### config.mk
export PLATFORM = sky130hd
export DESIGN_NAME = sram2rw_param
export DESIGN_NICKNAME = d
export VERILOG_FILES = /design/src/rtl/sram2rw_param.sv
export SDC_FILE = /design/constraint.sdc
export NUM_CORES = 1
export LEC_CHECK = 0
export CAP_MARGIN = 20
export CELL_PAD_IN_SITES_DETAIL_PLACEMENT = 0
export CELL_PAD_IN_SITES_GLOBAL_PLACEMENT = 2
export CORE_UTILIZATION = 43
export DETAILED_ROUTE_END_ITERATION = 6
export PLACE_DENSITY = 0.8
export RECOVER_POWER = 50
export SLEW_MARGIN = 20
export SYNTH_ARGS = -nofsm -noshare
export SYNTH_HDL_FRONTEND = slang
export SYNTH_SLANG_ARGS = --single-unit
### constraint.sdc
create_clock -name CE -period 2.59 [get_ports CE]
set_input_delay 0.518 -clock CE [delete_from_list [all_inputs] [get_ports CE]]
set_output_delay 0.518 -clock CE [all_outputs]
set_load 0.02 [all_outputs]
### src/rtl/sram2rw_param.sv
// sram2rw_param: two-port read/write SRAM with per-lane write masks,
// selectable read latency (1 or 2 edges), selectable read-during-write
// behaviour, same-address write collision flag and a sequential
// memory-clear engine. The array itself is never reset.
//
// Request qualification: a port request is accepted on a posedge of CE
// when its chip select is low and the block is not busy clearing; there
// is no back-pressure, so an accepted read always produces data exactly
// RD_LAT edges later and an accepted write always lands on that edge.
module sram2rw_param #(
  parameter int WIDTH   = 8,
  parameter int DEPTH   = 16,
  parameter int LANE    = 8,
  parameter int RD_LAT  = 1,
  parameter int WR_MODE = 0,
  localparam int AW = (DEPTH > 1) ? $clog2(DEPTH) : 1,
  localparam int NL = WIDTH / LANE
) (
  input  logic             CE,
  input  logic             RSTB,
  input  logic             CSB1,
  input  logic             CSB2,
  input  logic             WEB1,
  input  logic             WEB2,
  input  logic             OEB1,
  input  logic             OEB2,
  input  logic [AW-1:0]    A1,
  input  logic [AW-1:0]    A2,
  input  logic [NL-1:0]    BWEB1,
  input  logic [NL-1:0]    BWEB2,
  input  logic [WIDTH-1:0] I1,
  input  logic [WIDTH-1:0] I2,
  output logic [WIDTH-1:0] O1,
  output logic [WIDTH-1:0] O2,
  input  logic             CLRB,
  output logic             BUSY,
  output logic             COLL
);

  // Clear engine states; the current state is visible through BUSY.
  typedef enum logic {
    IDLE  = 1'b0,
    CLEAR = 1'b1
  } state_t;

  localparam logic [AW-1:0] LAST_ADDR = AW'(DEPTH - 1);

  logic [WIDTH-1:0] mem [DEPTH];

  state_t           state_q;
  state_t           state_d;
  logic [AW-1:0]    clr_cnt_q;
  logic [AW-1:0]    clr_cnt_d;
  logic             busy;

  logic             a1_ok;
  logic             a2_ok;
  logic             rd1;
  logic             rd2;
  logic             wr1;
  logic             wr2;
  logic             coll_d;
  logic             coll_q;

  logic [WIDTH-1:0] old1;
  logic [WIDTH-1:0] old2;
  logic [WIDTH-1:0] new1;
  logic [WIDTH-1:0] new2;
  logic [WIDTH-1:0] rdata1;
  logic [WIDTH-1:0] rdata2;

  logic [WIDTH-1:0] o1_q;
  logic [WIDTH-1:0] o2_q;

  assign busy = (state_q == CLEAR);
  assign BUSY = busy;
  assign COLL = coll_q;
  assign O1   = o1_q;
  assign O2   = o2_q;

  // Overlay the enabled lanes of both ports onto a stored word. Port 1 is
  // applied last so it wins on lanes both ports enable.
  function automatic logic [WIDTH-1:0] merge_word(input logic [WIDTH-1:0] old,
                                                  input logic hit1,
                                                  input logic hit2);
    logic [WIDTH-1:0] w;
    w = old;
    for (int k = 0; k < NL; k++) begin
      if (hit2 && !BWEB2[k]) w[k*LANE +: LANE] = I2[k*LANE +: LANE];
      if (hit1 && !BWEB1[k]) w[k*LANE +: LANE] = I1[k*LANE +: LANE];
    end
    return w;
  endfunction

  // Request decode: out-of-range addresses never write and read as zero.
  always_comb begin
    a1_ok  = ({1'b0, A1} < (AW+1)'(DEPTH));
    a2_ok  = ({1'b0, A2} < (AW+1)'(DEPTH));
    rd1    = !CSB1 && !OEB1 && !busy;
    rd2    = !CSB2 && !OEB2 && !busy;
    wr1    = !CSB1 && !WEB1 && !busy && a1_ok;
    wr2    = !CSB2 && !WEB2 && !busy && a2_ok;
    coll_d = wr1 && wr2 && (A1 == A2);
  end

  // Pre-edge words, post-edge merged words and the word each read returns.
  always_comb begin
    old1   = a1_ok ? mem[A1] : '0;
    old2   = a2_ok ? mem[A2] : '0;
    new1   = merge_word(old1, wr1, wr2 && (A2 == A1));
    new2   = merge_word(old2, wr1 && (A1 == A2), wr2);
    rdata1 = '0;
    rdata2 = '0;
    if (a1_ok) rdata1 = (WR_MODE == 1) ? new1 : old1;
    if (a2_ok) rdata2 = (WR_MODE == 1) ? new2 : old2;
  end

  // Array update: clear engine owns the array while busy, otherwise the
  // ports write their merged words (identical when addresses coincide).
  always_ff @(posedge CE) begin
    if (busy) begin
      mem[clr_cnt_q] <= '0;
    end else begin
      if (wr2) mem[A2] <= new2;
      if (wr1) mem[A1] <= new1;
    end
  end

  // Clear engine next-state: walk every address once, then return to IDLE.
  always_comb begin
    state_d   = state_q;
    clr_cnt_d = clr_cnt_q;
    case (state_q)
      IDLE: begin
        clr_cnt_d = '0;
        if (!CLRB) state_d = CLEAR;
      end
      CLEAR: begin
        if (clr_cnt_q == LAST_ADDR) begin
          state_d   = IDLE;
          clr_cnt_d = '0;
        end else begin
          clr_cnt_d = clr_cnt_q + 1'b1;
        end
      end
      default: begin
        state_d   = IDLE;
        clr_cnt_d = '0;
      end
    endcase
  end

  // Clear engine state and collision flag registers.
  always_ff @(posedge CE or negedge RSTB) begin
    if (!RSTB) begin
      state_q   <= IDLE;
      clr_cnt_q <= '0;
      coll_q    <= 1'b0;
    end else begin
      state_q   <= state_d;
      clr_cnt_q <= clr_cnt_d;
      coll_q    <= coll_d;
    end
  end

  generate
    if (RD_LAT == 2) begin : g_lat2
      logic             v1_q;
      logic             v2_q;
      logic [WIDTH-1:0] d1_q;
      logic [WIDTH-1:0] d2_q;

      // Two-stage read pipe: output stage loads only on a delayed valid.
      always_ff @(posedge CE or negedge RSTB) begin
        if (!RSTB) begin
          v1_q <= 1'b0;
          v2_q <= 1'b0;
          d1_q <= '0;
          d2_q <= '0;
          o1_q <= '0;
          o2_q <= '0;
        end else begin
          v1_q <= rd1;
          v2_q <= rd2;
          if (rd1)  d1_q <= rdata1;
          if (rd2)  d2_q <= rdata2;
          if (v1_q) o1_q <= d1_q;
          if (v2_q) o2_q <= d2_q;
        end
      end
    end else begin : g_lat1
      // Single-stage read: output loads on the read edge, holds otherwise.
      always_ff @(posedge CE or negedge RSTB) begin
        if (!RSTB) begin
          o1_q <= '0;
          o2_q <= '0;
        end else begin
          if (rd1) o1_q <= rdata1;
          if (rd2) o2_q <= rdata2;
        end
      end
    end
  endgenerate

endmodule
==> results.ini, run 1 <==
[outcome]
status=complete, but fails checks
violations=DRC

[clock_network]
cts_tree=done
path_clk_slew_ns=0.07
clock-sinks=150
cts_buffer_depth=2
post_cts.resized_instances=0
cts_made_buffers=17
insertion_delay_ns=0.44
cts_hold_buffers=0
cts-root-buf=clkbuf_16
post-cts-setup-buffers=0
h-tree-depth=4

[synthesis]
ys_top_cells_by_area=edfxtp_1 40%, mux4_2 13%, o32ai_1 10%, dfrtp_1 5.8%, nand2_1 3.4%
postSynthCellCount=738
synth-edff-count=128
yosysWarnings=0
netlist.area_leader.share_pct=40.4
synth_area_um2=9510
ys_seq_area_share_pct=46.2
synth_seq_cells=150
synth-async-reset-ratio_pct=14.7
syn_nets=774
yosysUniqueCellTypes=58
synth-main-ff-cell=edfxtp_1
yosys.area.top_type=edfxtp_1
syn_avg_cell_area_um2=12.9

[sta]
post-route-period-util_pct=96.4
hold_slack_ns=0.478
fin_skew_ns=0.0172
maxSlewHeadroom_pct=18.9
hold_viol=0
timing.fmax_ghz=0.401
tightest_slew_ns=1.22
rsz0062_at_grt=no
fin_ws_ns=0.0932
finalSetupViolCount=0
period_needed_ns=2.50
final_max_slew_viol_count=0

[finish]
n_antenna_cell=0
fillers=1820
multiInputGateArea_um2=4640
final_util_pct=55.0
regArea_um2=4390
drive_gt1_share_pct=34.4
nets=923
area_growth_pct=25.9
stdcell_count=1180

[power_and_ir_drop]
vdd_drop_max_mv=0.448
p_leak_nw=4.15
p_sw_mw=3.08
power.density_nw_per_um2=740
p_clk_share_pct=28.5
p_int_mw=5.77
power_frac_seq_pct=39.4
pwr-share-comb_pct=32.1
switching_share_pct=34.8
power_mw=8.86

[worst_hold_path]
whs_path_depth=2
hold_path_class=reg2reg

[die]
coreArea_um2=21800
initial_core_util_pct=43.7
die_x_um=151
io_pins=53
die-height_um=151
dieArea_um2=22700
core.rowCount=54

[placement]
portBuffers=52
dp.final_hpwl_um=24600
gp_congestion=0.931
placed_cells=1148
dp_slack_ns=-0.371

[global_route]
grt_max_degree=23
grt.total_usage_pct=28.4
grt_pass1_vias=7647
overflow=0
grt_pass1_wl_um=47000
antenna_found_initial=0

[worst_setup_path]
start_kind=input pin
cpPeakStageDelay_ns=0.50
end_kind=register
cp_cell_sequence=clkdlybuf4s50_1 > buf_12 > mux4_2 > a22oi_1 > nand2_1 > a21oi_2 > buf_12 > o32ai_1
path_max_fanout=22
required_ns=2.75
cp.depth=8
reg2regPathDepth=7
crit_top_cell=buf_12
worst-setup-path-type=in2reg
critical_path_buf_inv_count=3
crit_family=buffers and inverters
critPathArrivalTime_ns=2.66
crit_slowest_cell=clkdlybuf4s50_1

[route]
wl_um=31400
routed_via_density=6.62
vias=7811
ant_nets=0
wl_per_cell_um=26.6
drc=1
drt_first_pass_iters=7
drt_iter0_drc=1008

[run]
drv_cap=0

==> cells in the mapped netlist (all sizes together) (6+ instances only) <==
| master | n |
|---|---|
| nand2 | 88 |
| clkbuf | 26 |
| edfxtp | 128 |
| and2 | 7 |
| buf | 46 |
| nor2 | 31 |
| o211ai | 6 |
| nand2b | 6 |
| mux4 | 56 |
| a31o | 8 |
| a221oi | 7 |
| nor3 | 8 |
| a21oi | 17 |
| mux2 | 25 |
| dfrtp | 22 |
| mux2i | 22 |
| o22ai | 18 |
| nor2b | 10 |
| a22oi | 16 |
| o32ai | 112 |
| o21ai | 31 |
==> power groups by stage <==
| stage | Combinational [mW] | Sequential [mW] | Clock [mW] |
|---|---|---|---|
| after floorplan | 1.42 | 3.55 | 0 |
| after global placement | 2.81 | 3.50 | 0 |
| after detailed placement | 2.88 | 3.53 | 0 |
| after CTS | 2.88 | 3.48 | 2.56 |
| after global routing | 3.00 | 3.53 | 2.64 |
| final | 2.84 | 3.49 | 2.52 |
==> cell usage in the layout, fill, tap and decap left out, types with 5 or more instances in the layout <==
| cell type | count |
|---|---|
| edfxtp_1 | 128 |
| a31o_2 | 8 |
| a221oi_1 | 6 |
| nor2_1 | 30 |
| dfrtp_1 | 22 |
| a22oi_1 | 16 |
| mux2i_4 | 6 |
| o22ai_2 | 10 |
| a31oi_1 | 5 |
| o21ai_0 | 31 |
| nor2b_1 | 10 |
| clkbuf_16 | 17 |
| buf_4 | 100 |
| clkinv_8 | 5 |
| a21oi_1 | 9 |
| mux4_2 | 55 |
| nand2b_1 | 6 |
| mux2i_1 | 16 |
| buf_12 | 30 |
| o32ai_1 | 112 |
| o22ai_1 | 8 |
| clkbuf_2 | 12 |
| o211ai_1 | 6 |
| xor2_1 | 5 |
| clkbuf_4 | 5 |
| a21oi_2 | 6 |
| mux2_2 | 25 |
| nand2_1 | 86 |
| clkdlybuf4s50_1 | 30 |
| nor3_1 | 6 |
| dlygate4sd3_1 | 19 |
==> registers in the layout, summed over array words and instances, names as in the netlist <==
register / flops
O2: 8
COLL: 1
O1: 8
mem: 128
clr_cnt_q: 4
BUSY: 1
==> logic make-up after synthesis <==
group                    after synthesis  share of synthesized area, %
buffers and inverters                 76                          5.04
flip-flops                           150                          46.2
AO/OA/AOI/OAI                        227                          19.7
multiplexers                         103                          19.4
AND/OR/NAND/NOR                      176                          9.04
adder cells (fa/ha/maj)                1                         0.132
XOR/XNOR                               5                         0.461
==> per-stage QoR <==
step                instance area (um2)  setup TNS (ns)
floorplan                          9510               0
global placement                  11400          -43.03
detailed placement                11400          -50.59
CTS                               12000               0
global route                      12000               0
finish                            12000               0
==> tightest hold or removal path, stage by stage, from the launching register on <==
cell and delay (ns):
dfrtp_1 0.34, nand2_1 0.04, o21ai_0 0.06
==> cell type report <==
type,count,area share (%)
well taps,280,2.93
flip-flops and latches,150,36.7
inverters,4,0.125
clock buffers,17,3.55
multi-input cells,512,38.7
repair buffers,202,16.4
clock inverters,15,1.52
==> worst paths after layout <==
| check | startpoint | to | slack (ns) |
|---|---|---|---|
| max in group asynchronous | RSTB | O1[3] | 1.00 |
| min reg2reg | O2[5] | O2[5] | 0.48 |
| min | O2[5] | O2[5] | 0.48 |
| max | A1[1] | mem[8][5] | 0.09 |
| max reg2reg | BUSY | mem[7][1] | 0.11 |
| min in group asynchronous | RSTB | O2[6] | 0.86 |
==> layer usage <==
layer / track usage (%) / part of all wire, % / vias up / wire length [um]
met4: 8.90 / 2.2 / 0 / 686
met5: 0 / 0 / - / 0
met1: 38.2 / 41 / 3867 / 12900
met3: 6.09 / 9.8 / 64 / 3090
li1: - / - / 3390 / -
met2: 45.9 / 47 / 490 / 14800
No activity file was read; power rests on OpenSTA's default activity.
==> inputs of run 2 (changes only) <==
--- a/config.mk
+++ b/config.mk
@@ -10,6 +10,7 @@
 export CELL_PAD_IN_SITES_GLOBAL_PLACEMENT = 2
 export CORE_UTILIZATION = 43
 export DETAILED_ROUTE_END_ITERATION = 6
+export HOLD_SLACK_MARGIN = 0.05
 export PLACE_DENSITY = 0.8
 export RECOVER_POWER = 50
 export SLEW_MARGIN = 20
==> results of run 2 <==
No change in the layout: final DEF, timing and power equal those of run 1.
